==> src/rtl/add8u_err_pkg.sv <==
// Shared types, widths and the saturating-add helper for the approximate-adder
// error monitor.
package add8u_err_pkg;

  typedef enum logic [1:0] {
    IDLE,
    RUN,
    DRAIN,
    REPORT
  } state_t;

  localparam int OP_W  = 8;
  localparam int RES_W = OP_W + 1;
  localparam int SQ_W  = 2 * OP_W + 2;
  localparam int SAT_W = 64;

  // Clamps to the all-ones value of a 'width'-bit accumulator instead of wrapping.
  function automatic logic [SAT_W-1:0] sat_add(input logic [SAT_W-1:0] acc,
                                               input logic [SAT_W-1:0] inc,
                                               input int unsigned      width);
    logic [SAT_W:0] sum;
    logic [SAT_W:0] lim;
    sum = {1'b0, acc} + {1'b0, inc};
    lim = ((SAT_W + 1)'(1) << width) - (SAT_W + 1)'(1);
    if (sum > lim) sum = lim;
    return sum[SAT_W-1:0];
  endfunction

endpackage

==> src/rtl/add8u_err_stage.sv <==
// Combinational stage-1 datapath: exact sum, absolute error and squared error
// of one sample. The parent registers the outputs.
module add8u_err_stage
  import add8u_err_pkg::*;
#(
  parameter int WIDTH = OP_W,
  parameter int RW    = RES_W,
  parameter int SW    = SQ_W
) (
  input  logic [WIDTH-1:0] a,
  input  logic [WIDTH-1:0] b,
  input  logic [RW-1:0]    o,
  output logic [RW-1:0]    err,
  output logic [SW-1:0]    sq
);

  logic [RW-1:0] exact;
  logic [SW-1:0] err_w;

  always_comb begin
    exact = RW'(a) + RW'(b);
    err   = (exact >= o) ? exact - o : o - exact;
    err_w = SW'(err);
    sq    = err_w * err_w;
  end

endmodule

==> src/rtl/add8u_err_monitor.sv <==
// Windowed error statistics for an approximate unsigned adder: accepts N samples,
// accumulates |err|, err^2, max and count, then offers one report record.
module add8u_err_monitor
  import add8u_err_pkg::*;
#(
  parameter int WIDTH = OP_W,
  parameter int CNT_W = 32,
  parameter int ACC_W = 48
) (
  input  logic             clk,
  input  logic             rst,
  input  logic             start,
  input  logic [CNT_W-1:0] cfg_n,
  input  logic             in_valid,
  output logic             in_ready,
  input  logic [WIDTH-1:0] in_a,
  input  logic [WIDTH-1:0] in_b,
  input  logic [WIDTH:0]   in_o,
  output logic             busy,
  output logic             rpt_valid,
  input  logic             rpt_ready,
  output logic [ACC_W-1:0] rpt_sum_abs,
  output logic [ACC_W-1:0] rpt_sum_sq,
  output logic [WIDTH:0]   rpt_max,
  output logic [CNT_W-1:0] rpt_err_cnt,
  output logic [CNT_W-1:0] rpt_n
);

  localparam int RW = WIDTH + 1;
  localparam int SW = 2 * WIDTH + 2;

  state_t           state_q, state_d;
  logic [CNT_W-1:0] n_q, cnt_q, err_cnt_q;
  logic             drain_q, accept, start_ok;
  logic [RW-1:0]    err, s1_err, max_q;
  logic [SW-1:0]    sq, s1_sq;
  logic             s1_valid;
  logic [ACC_W-1:0] sum_abs_q, sum_sq_q;

  add8u_err_stage #(.WIDTH(WIDTH), .RW(RW), .SW(SW)) u_stage (
    .a   (in_a),
    .b   (in_b),
    .o   (in_o),
    .err (err),
    .sq  (sq)
  );

  // in_ready depends only on state and counter, never on in_valid.
  assign in_ready  = (state_q == RUN) && (cnt_q < n_q);
  assign accept    = in_valid && in_ready;
  assign start_ok  = (state_q == IDLE) && start;
  assign busy      = (state_q != IDLE);
  assign rpt_valid = (state_q == REPORT);

  assign rpt_sum_abs = sum_abs_q;
  assign rpt_sum_sq  = sum_sq_q;
  assign rpt_max     = max_q;
  assign rpt_err_cnt = err_cnt_q;
  assign rpt_n       = n_q;

  // NOTE: next state gets a default before the case so no path leaves it unassigned (no latch).
  always_comb begin
    state_d = state_q;
    unique case (state_q)
      IDLE:   if (start) state_d = (cfg_n == '0) ? REPORT : RUN;
      RUN:    if (accept && (cnt_q + CNT_W'(1) == n_q)) state_d = DRAIN;
      DRAIN:  if (drain_q) state_d = REPORT;
      REPORT: if (rpt_ready) state_d = IDLE;
      default: state_d = IDLE;
    endcase
  end

  // NOTE: all state uses non-blocking assignment so every register sees pre-edge values.
  always_ff @(posedge clk) begin
    if (rst) begin
      state_q   <= IDLE;
      n_q       <= '0;
      cnt_q     <= '0;
      drain_q   <= 1'b0;
      s1_valid  <= 1'b0;
      sum_abs_q <= '0;
      sum_sq_q  <= '0;
      max_q     <= '0;
      err_cnt_q <= '0;
    end else begin
      state_q  <= state_d;
      drain_q  <= (state_q == DRAIN) && !drain_q;
      s1_valid <= accept;
      if (start_ok) begin
        n_q       <= cfg_n;
        cnt_q     <= '0;
        sum_abs_q <= '0;
        sum_sq_q  <= '0;
        max_q     <= '0;
        err_cnt_q <= '0;
      end else begin
        if (accept) cnt_q <= cnt_q + CNT_W'(1);
        if (s1_valid) begin
          sum_abs_q <= ACC_W'(sat_add(SAT_W'(sum_abs_q), SAT_W'(s1_err), ACC_W));
          sum_sq_q  <= ACC_W'(sat_add(SAT_W'(sum_sq_q), SAT_W'(s1_sq), ACC_W));
          if (s1_err > max_q) max_q <= s1_err;
          if (s1_err != '0) err_cnt_q <= err_cnt_q + CNT_W'(1);
        end
      end
    end
  end

  // NOTE: pipeline data needs no reset; s1_valid alone qualifies it.
  always_ff @(posedge clk) begin
    if (accept) begin
      s1_err <= err;
      s1_sq  <= sq;
    end
  end

endmodule

==> config.mk <==
export PLATFORM = sky130hd
export DESIGN_NAME = add8u_err_monitor
export DESIGN_NICKNAME = d
export VERILOG_FILES = /design/src/rtl/add8u_err_pkg.sv /design/src/rtl/add8u_err_stage.sv /design/src/rtl/add8u_err_monitor.sv
export SDC_FILE = /design/constraint.sdc
export NUM_CORES = 1
export LEC_CHECK = 0
export BUFFER_PORTS_ARGS = -buffer_cell sky130_fd_sc_hd__buf_2
export CAP_MARGIN = 20
export CORE_UTILIZATION = 55
export DETAILED_ROUTE_END_ITERATION = 12
export PLACE_DENSITY = 0.77
export SLEW_MARGIN = 20
export SYNTH_ARGS = -nofsm -noshare
export SYNTH_HDL_FRONTEND = slang
export SYNTH_SLANG_ARGS = --single-unit
==> constraint.sdc <==
create_clock -name clk -period 14.7 [get_ports clk]
set_clock_uncertainty 0.05 [all_clocks]
set_input_delay 0.735 -clock clk [delete_from_list [all_inputs] [get_ports clk]]
set_output_delay 0.735 -clock clk [all_outputs]
set_load 0.02 [all_outputs]
==> metrics, run 1 <==
Placer Congestion=0.901; first-pass GRT wire length=70.1 mm; vias in the first global route=14400; postcts setup bufs=0; worst-case reg-to-reg path depth=9; ys async rst share=0%; Slew Viols, Final=0; Rel. slew slack=30.9%; CTS max path bufs=3; Total Negative Setup Slacks=0 ns; TritonCTS clock tree=yes; initial antenna violation count=1; crit path DAT=9.15 ns; clk root buf=clkbuf_16; First-pass DRT Iterations=7; Hold Path Depth=1; area share of the largest cell type after synthesis=25.5%; CTS H-Tree Depth=1; Crit path largest cell delay=0.53 ns; post-DR vias/cell=5.94; Worst setup SP type=primary input; Critical path origin=in_a[1]; gr usage total=27.6%; Clock Sinks=230; worst hold path type=flip-flop to flip-flop; Netlist Area Pre-Place=16100 um2; Core Rows=62; sequential area share after synthesis=30.2%; Worst Setup End Kind=flip-flop; die height=173 um; Layout Nets=2396; Pleak=8.08 nW; unrepaired setup endpoints after global routing=false; Residual DRC=0; pin count of the biggest net entering global routing=83; Fmax=0.112 GHz; Initial Util=55.9%; port buffer count=233; Period minus WS final=8.90 ns; Ant. Diodes=0; Mapped Avg Cell Area=8.19 um2; CP max stage cell=nor2_1; ANT nets after route=0; reg-to-reg startpoint=s1_valid; number of DRC markers in iteration 0=1279; # IOs=234; PostCTS Resize Cnt=0; pre-CTS setup slack=5.26 ns; Final setup viols=0; CP Max Fanout=11; WL per Instance=16.4 um; detailed placement HPWL=31.2 mm; Critical Path RT=14.94 ns; number of library cell types mapped by synthesis=83; Final WS setup=5.80 ns; Least-Margin Pin Slew=1.03 ns; Post-synth EDFFs=25; max_cap viols=0; final cell count without fillers=2561; PD cells=292 nW/um2; total global routing overflow=0; most frequent cells in the layout=buf_2, dfxtp_1, nor2_1, inv_1, nand2_1; Chip Width=173 um; fraction of final layout cells with drive strength greater than 1=14.8%; most common cell after layout, fill and taps aside=buf_2; status=complete, no violations; via count=15200; Tcrit/Tclk final=60.6%; Cells after Synth=1966; Peak VDD IR=0.000380 V; top cells by area, synth=dfxtp_1, ha_1, fa_1, edfxtp_1, nor2_1; Post-Route WL=42.1 mm; dominant cell type by area after synthesis=dfxtp_1; Hold-fix buffers, CTS=0; HP Start=drain_q; Syn Nets=2203; full die area=30000 um2; WS Path Type=primary input to flip-flop; Skew-Pair Late Insertion Delay=0.54 ns; CTS buffer count=26; clock-pin slew on the worst setup and hold paths=0.06 ns; Placed Cells incl. Taps=2515; synth-to-layout area growth=14.4%; register bit total from synthesis=230; YS warnings=0; core area=28800 um2; top_reg_cell synth=dfxtp_1; Fin. Hold Viols=0
## power by group
part	switching, W	leakage, nW	total, W	internal, W
logic	0.00216	5.76	0.00372	0.00156
clock network	0.000265	0.430	0.000653	0.000388
registers	0.0000721	1.89	0.000999	0.000927
total	0.00250	8.08	0.00537	0.00287
## synthesized netlist by cell type (all sizes together) (26+ instances only)
cell type	instances
dfxtp	205
nor2	197
inv	183
nand2	171
ha	136
a21oi	122
o21ai	91
xor2	79
xnor2	72
nand3	65
clkbuf	63
and3	49
nor3	45
nand4	42
fa	39
a31oi	38
nor4	31
and4	26
## through the flow
stage | instance area [um2] | hold WS, ns | utilization, % | total power (W)
after detailed placement | 17500 | 0.373 | 60.9 | 0.00469
after floorplan | 16100 | 0.348 | - | 0.00392
final | 18400 | 0.379 | 64.0 | 0.00537
after global placement | 17500 | 0.359 | 60.9 | 0.00453
after global routing | 18400 | 0.393 | 64.0 | 0.00590
after CTS | 18400 | 0.379 | 63.9 | 0.00539
## kinds of logic after synthesis
family	synth area share (%)
xor gates and xnor gates	8.22
AOI/OAI and AO/OA	17.7
and+or+nand+nor	21.5
DFF	30.2
adders and majority gates	15.4
muxes	0.668
buffers and inverters	6.34
## registers in the layout, summed over array words and instances (netlist names)
register,flops
s1_sq,16
state_q,2
rpt_sum_sq,48
cnt_q,32
rpt_n,32
rpt_max,9
s1_valid,1
s1_err,9
drain_q,1
rpt_sum_abs,48
rpt_err_cnt,32
## worst max-delay path: cells and delay by family
family	cells	cell delay, ns
AO/OA/AOI/OAI	15	3.29
XOR/XNOR	3	0.85
adder cells (fa/ha/maj)	7	2.56
buffers and inverters	6	0.57
AND/OR/NAND/NOR	5	1.14
## layer usage
| metal | vias to the layer above | global-route usage [%] | share of wire (%) | wire (um) |
|---|---|---|---|---|
| li1 | 7360 | - | - | - |
| met1 | 7212 | 36.2 | 44 | 18400 |
| met2 | 537 | 46.9 | 47 | 19800 |
| met3 | 95 | 3.80 | 6.5 | 2750 |
| met4 | 0 | 8.48 | 2.7 | 1130 |
| met5 | - | 0 | 0 | 0 |
## cell type report
type | instances | area [um2]
Fill cell | 2468 | 10400
Multi-Input combinational cell | 1470 | 10200
Sequential cell | 230 | 4860
Timing Repair Buffer | 246 | 1260
Clock buffer | 39 | 791
Inverter | 185 | 694
Tap cell | 384 | 480
Clock inverter | 7 | 78.8
## final timing paths
kind                                        end  slack (ns)
worst min-delay path                    drain_q        0.38
worst max-delay path                  s1_sq[16]        5.80
worst min register to register          drain_q        0.38
worst max register to register  rpt_err_cnt[26]       10.39
Power figures use the tool's default switching activity.
==> run 2: changes to the inputs <==
--- a/config.mk
+++ b/config.mk
@@ -5,6 +5,7 @@
 export SDC_FILE = /design/constraint.sdc
 export NUM_CORES = 1
 export LEC_CHECK = 0
+export ABC_AREA = 1
 export BUFFER_PORTS_ARGS = -buffer_cell sky130_fd_sc_hd__buf_2
 export CAP_MARGIN = 20
 export CORE_UTILIZATION = 55
==> constraint.sdc (replaced) <==
create_clock -name clk -period 9.2 [get_ports clk]
set_clock_uncertainty 0.05 [all_clocks]
set_input_delay 0.46 -clock clk [delete_from_list [all_inputs] [get_ports clk]]
set_output_delay 0.46 -clock clk [all_outputs]
set_load 0.02 [all_outputs]
==> run 2 against run 1 <==
Effect of this change:
- clock-buffer cell count increased by 3
- first-iteration DRC count rose by 0.16%
- critical path depth rose by 2
==> metrics, run 2 <==
status=complete, no violations; Placer Congestion=0.976 (+8.4%); Fin. Hold Viols=0 (unchanged); unrepaired setup endpoints after global routing=false; initial antenna violation count=0 (-1); clock-pin slew on the worst setup and hold paths=0.05 ns (about the same); CP Max Fanout=10 (-1); most frequent cells in the layout=nand2_1, inv_1, buf_2, nor2_1; ys async rst share=0% (unchanged); Worst setup SP type=primary input; detailed placement HPWL=35.3 mm (+13%); most common cell in the netlist=nand2_1; Hold-fix buffers, CTS=0 (unchanged); crit path DAT=7.75 ns (-1.40 ns); Buf/Inv on CP=7 (+1); # IOs=234 (unchanged); top_reg_cell synth=dfxtp_1; CTS H-Tree Depth=1 (unchanged); Pleak=8.79 nW (+8.8%); Finished Cell Area=19500 um2 (+5.8%); Fmax=0.133 GHz; Initial Util=55.9% (about the same); Crit path largest cell delay=0.59 ns (+0.06 ns); Period minus WS final=7.51 ns; final core occ=63.5% (-0.48 points); Tcrit/Tclk final=81.6%; area share of the largest cell type after synthesis=23.9% (-1.6 points); Total Negative Setup Slacks=0 ns (unchanged); Clock Sinks=230 (unchanged); register bit total from synthesis=230 (unchanged); Post-Route WL=45.8 mm (+8.8%); Ant. Diodes=0 (unchanged); mux cell area share after synthesis=0% (-0.67 points); YS warnings=0 (unchanged); Rel. slew slack=39.4% (+8.5 points); WL per Instance=15.0 um (-8.5%); synth-to-layout area growth=13.5%; Skew-Pair Late Insertion Delay=0.56 ns (+0.02 ns); TritonCTS clock tree=yes; postcts setup bufs=0 (unchanged); Syn Nets=2668 (+21%); CP max stage cell=fa_1; worst hold path type=primary input to flip-flop; most common cell after layout, fill and taps aside=nand2_1; clk root buf=clkbuf_16; xor and xnor area share after synthesis=6.97% (-1.2 points); Slew Viols, Final=0 (unchanged); PostCTS Resize Cnt=0 (unchanged); fraction of final layout cells with drive strength greater than 1=12.4% (-2.4 points); full die area=31900 um2 (+6.5%); Final setup viols=0 (unchanged); Residual DRC=0 (unchanged); pin count of the biggest net entering global routing=135 (+63%); Layout Nets=2870 (+20%); WS Path Type=primary input to flip-flop; First-pass DRT Iterations=6 (-1); Synth Area in Simple Gates=23.7% (+2.3 points); number of library cell types mapped by synthesis=59 (-29%); Mapped Avg Cell Area=7.06 um2 (-14%); ANT nets after route=0 (unchanged); Peak VDD IR=0.00109 V (+190%); sequential area share after synthesis=28.3% (-1.9 points); total global routing overflow=0 (unchanged); largest family of logic cells by synthesized area=simple AND/OR/NAND/NOR gates; post-DR vias/cell=5.52 (-7.0%); Post-synth EDFFs=25 (unchanged); Core Rows=64 (+3.2%); CTS buffer count=27 (+3.8%); largest delay contributor family on the critical path=adder cells; Filler cells=2851 (+16%); Chip Width=179 um (+3.2%); number of DRC markers in iteration 0=1281 (+0.16%); PD cells=462 nW/um2 (+58%); first-pass GRT wire length=74.4 mm (+6.2%); dominant cell type by area after synthesis=dfxtp_1; CTS max path bufs=3 (unchanged); Compound-Gate Fraction of Synth Area=16.9% (-0.80 points); Synth Area in Adders=14.5% (-0.95 points); Worst Setup End Kind=flip-flop; Critical Path RT=9.44 ns (-5.50 ns); Cells after Synth=2431 (+24%); Least-Margin Pin Slew=0.909 ns (-0.124 ns); via count=16800 (+11%); core area=30700 um2 (+6.6%); placed cell area=18600 um2 (+6.1%); port buffer count=233 (unchanged); gr usage total=28.5% (+0.92 points); die height=179 um (+3.2%); Synth top cells by count=nand2_1, inv_1, nor2_1, dfxtp_1, a21oi_1; post-layout total power=0.00900 W (+68%); Netlist Area Pre-Place=17200 um2 (+6.6%); max_cap viols=0 (unchanged); top cells by area, synth=dfxtp_1, ha_1, nand2_1, inv_1, a21oi_1; vias in the first global route=15500 (+7.6%)
==> run 2: where the power goes <==
part / switching [W] / total [W] / leakage, nW / internal (W)
combinational: 0.00381 / 0.00628 / 6.48 / 0.00246
clock: 0.000426 / 0.00104 / 0.417 / 0.000610
sequential: 0.000168 / 0.00169 / 1.89 / 0.00152
==> run 2: worst paths after layout <==
path	startpoint	end	slack [ns]	cells after the start
worst max-delay path	in_a[2]	s1_sq[16]	1.69	38
worst min-delay path	rst	s1_valid	0.14	2
worst max register to register	state_q[0]	rpt_sum_sq[28]	5.02	10
worst min register to register	drain_q	drain_q	0.37	1
==> run 2: cell type report <==
| type | count | area (um2) | area share [%] |
|---|---|---|---|
| clock inverter | 5 | 66.3 | 0.341 |
| sequential | 230 | 4860 | 25.0 |
| clock buffer | 42 | 782 | 4.02 |
| multi-input combinational | 1772 | 10700 | 54.8 |
| inverter | 362 | 1360 | 6.99 |
| tap | 396 | 495 | 2.54 |
| timing repair buffer | 240 | 1240 | 6.38 |
==> run 2: cell families (layout without fill, tap and decap cells) <==
kind of cell	count (synthesis)	in the layout
flip-flops	230	230
XOR/XNOR	135	135
AND/OR/NAND/NOR	939	939
adder cells (fa/ha/maj)	175	175
AO/OA/AOI/OAI	523	523
buffers and inverters	429	649
==> run 2: layer usage <==
layer	track usage [%]	wire length [um]	vias to the layer above
li1	-	-	8452
met1	38.3	20600	7714
met2	46.9	20600	557
met3	3.20	2920	103
met4	10.5	1670	0
met5	0	0	-
==> run 2: stage by stage <==
stage               hold slack, ns  std cells  worst slack [ns]
finish                       0.145       3047              1.69
global route                 0.148       3047              1.07
CTS                          0.115       3046              1.66
detailed placement           0.368       2999              1.09
global placement             0.357       2999              1.27
floorplan                    0.349       2431              1.91
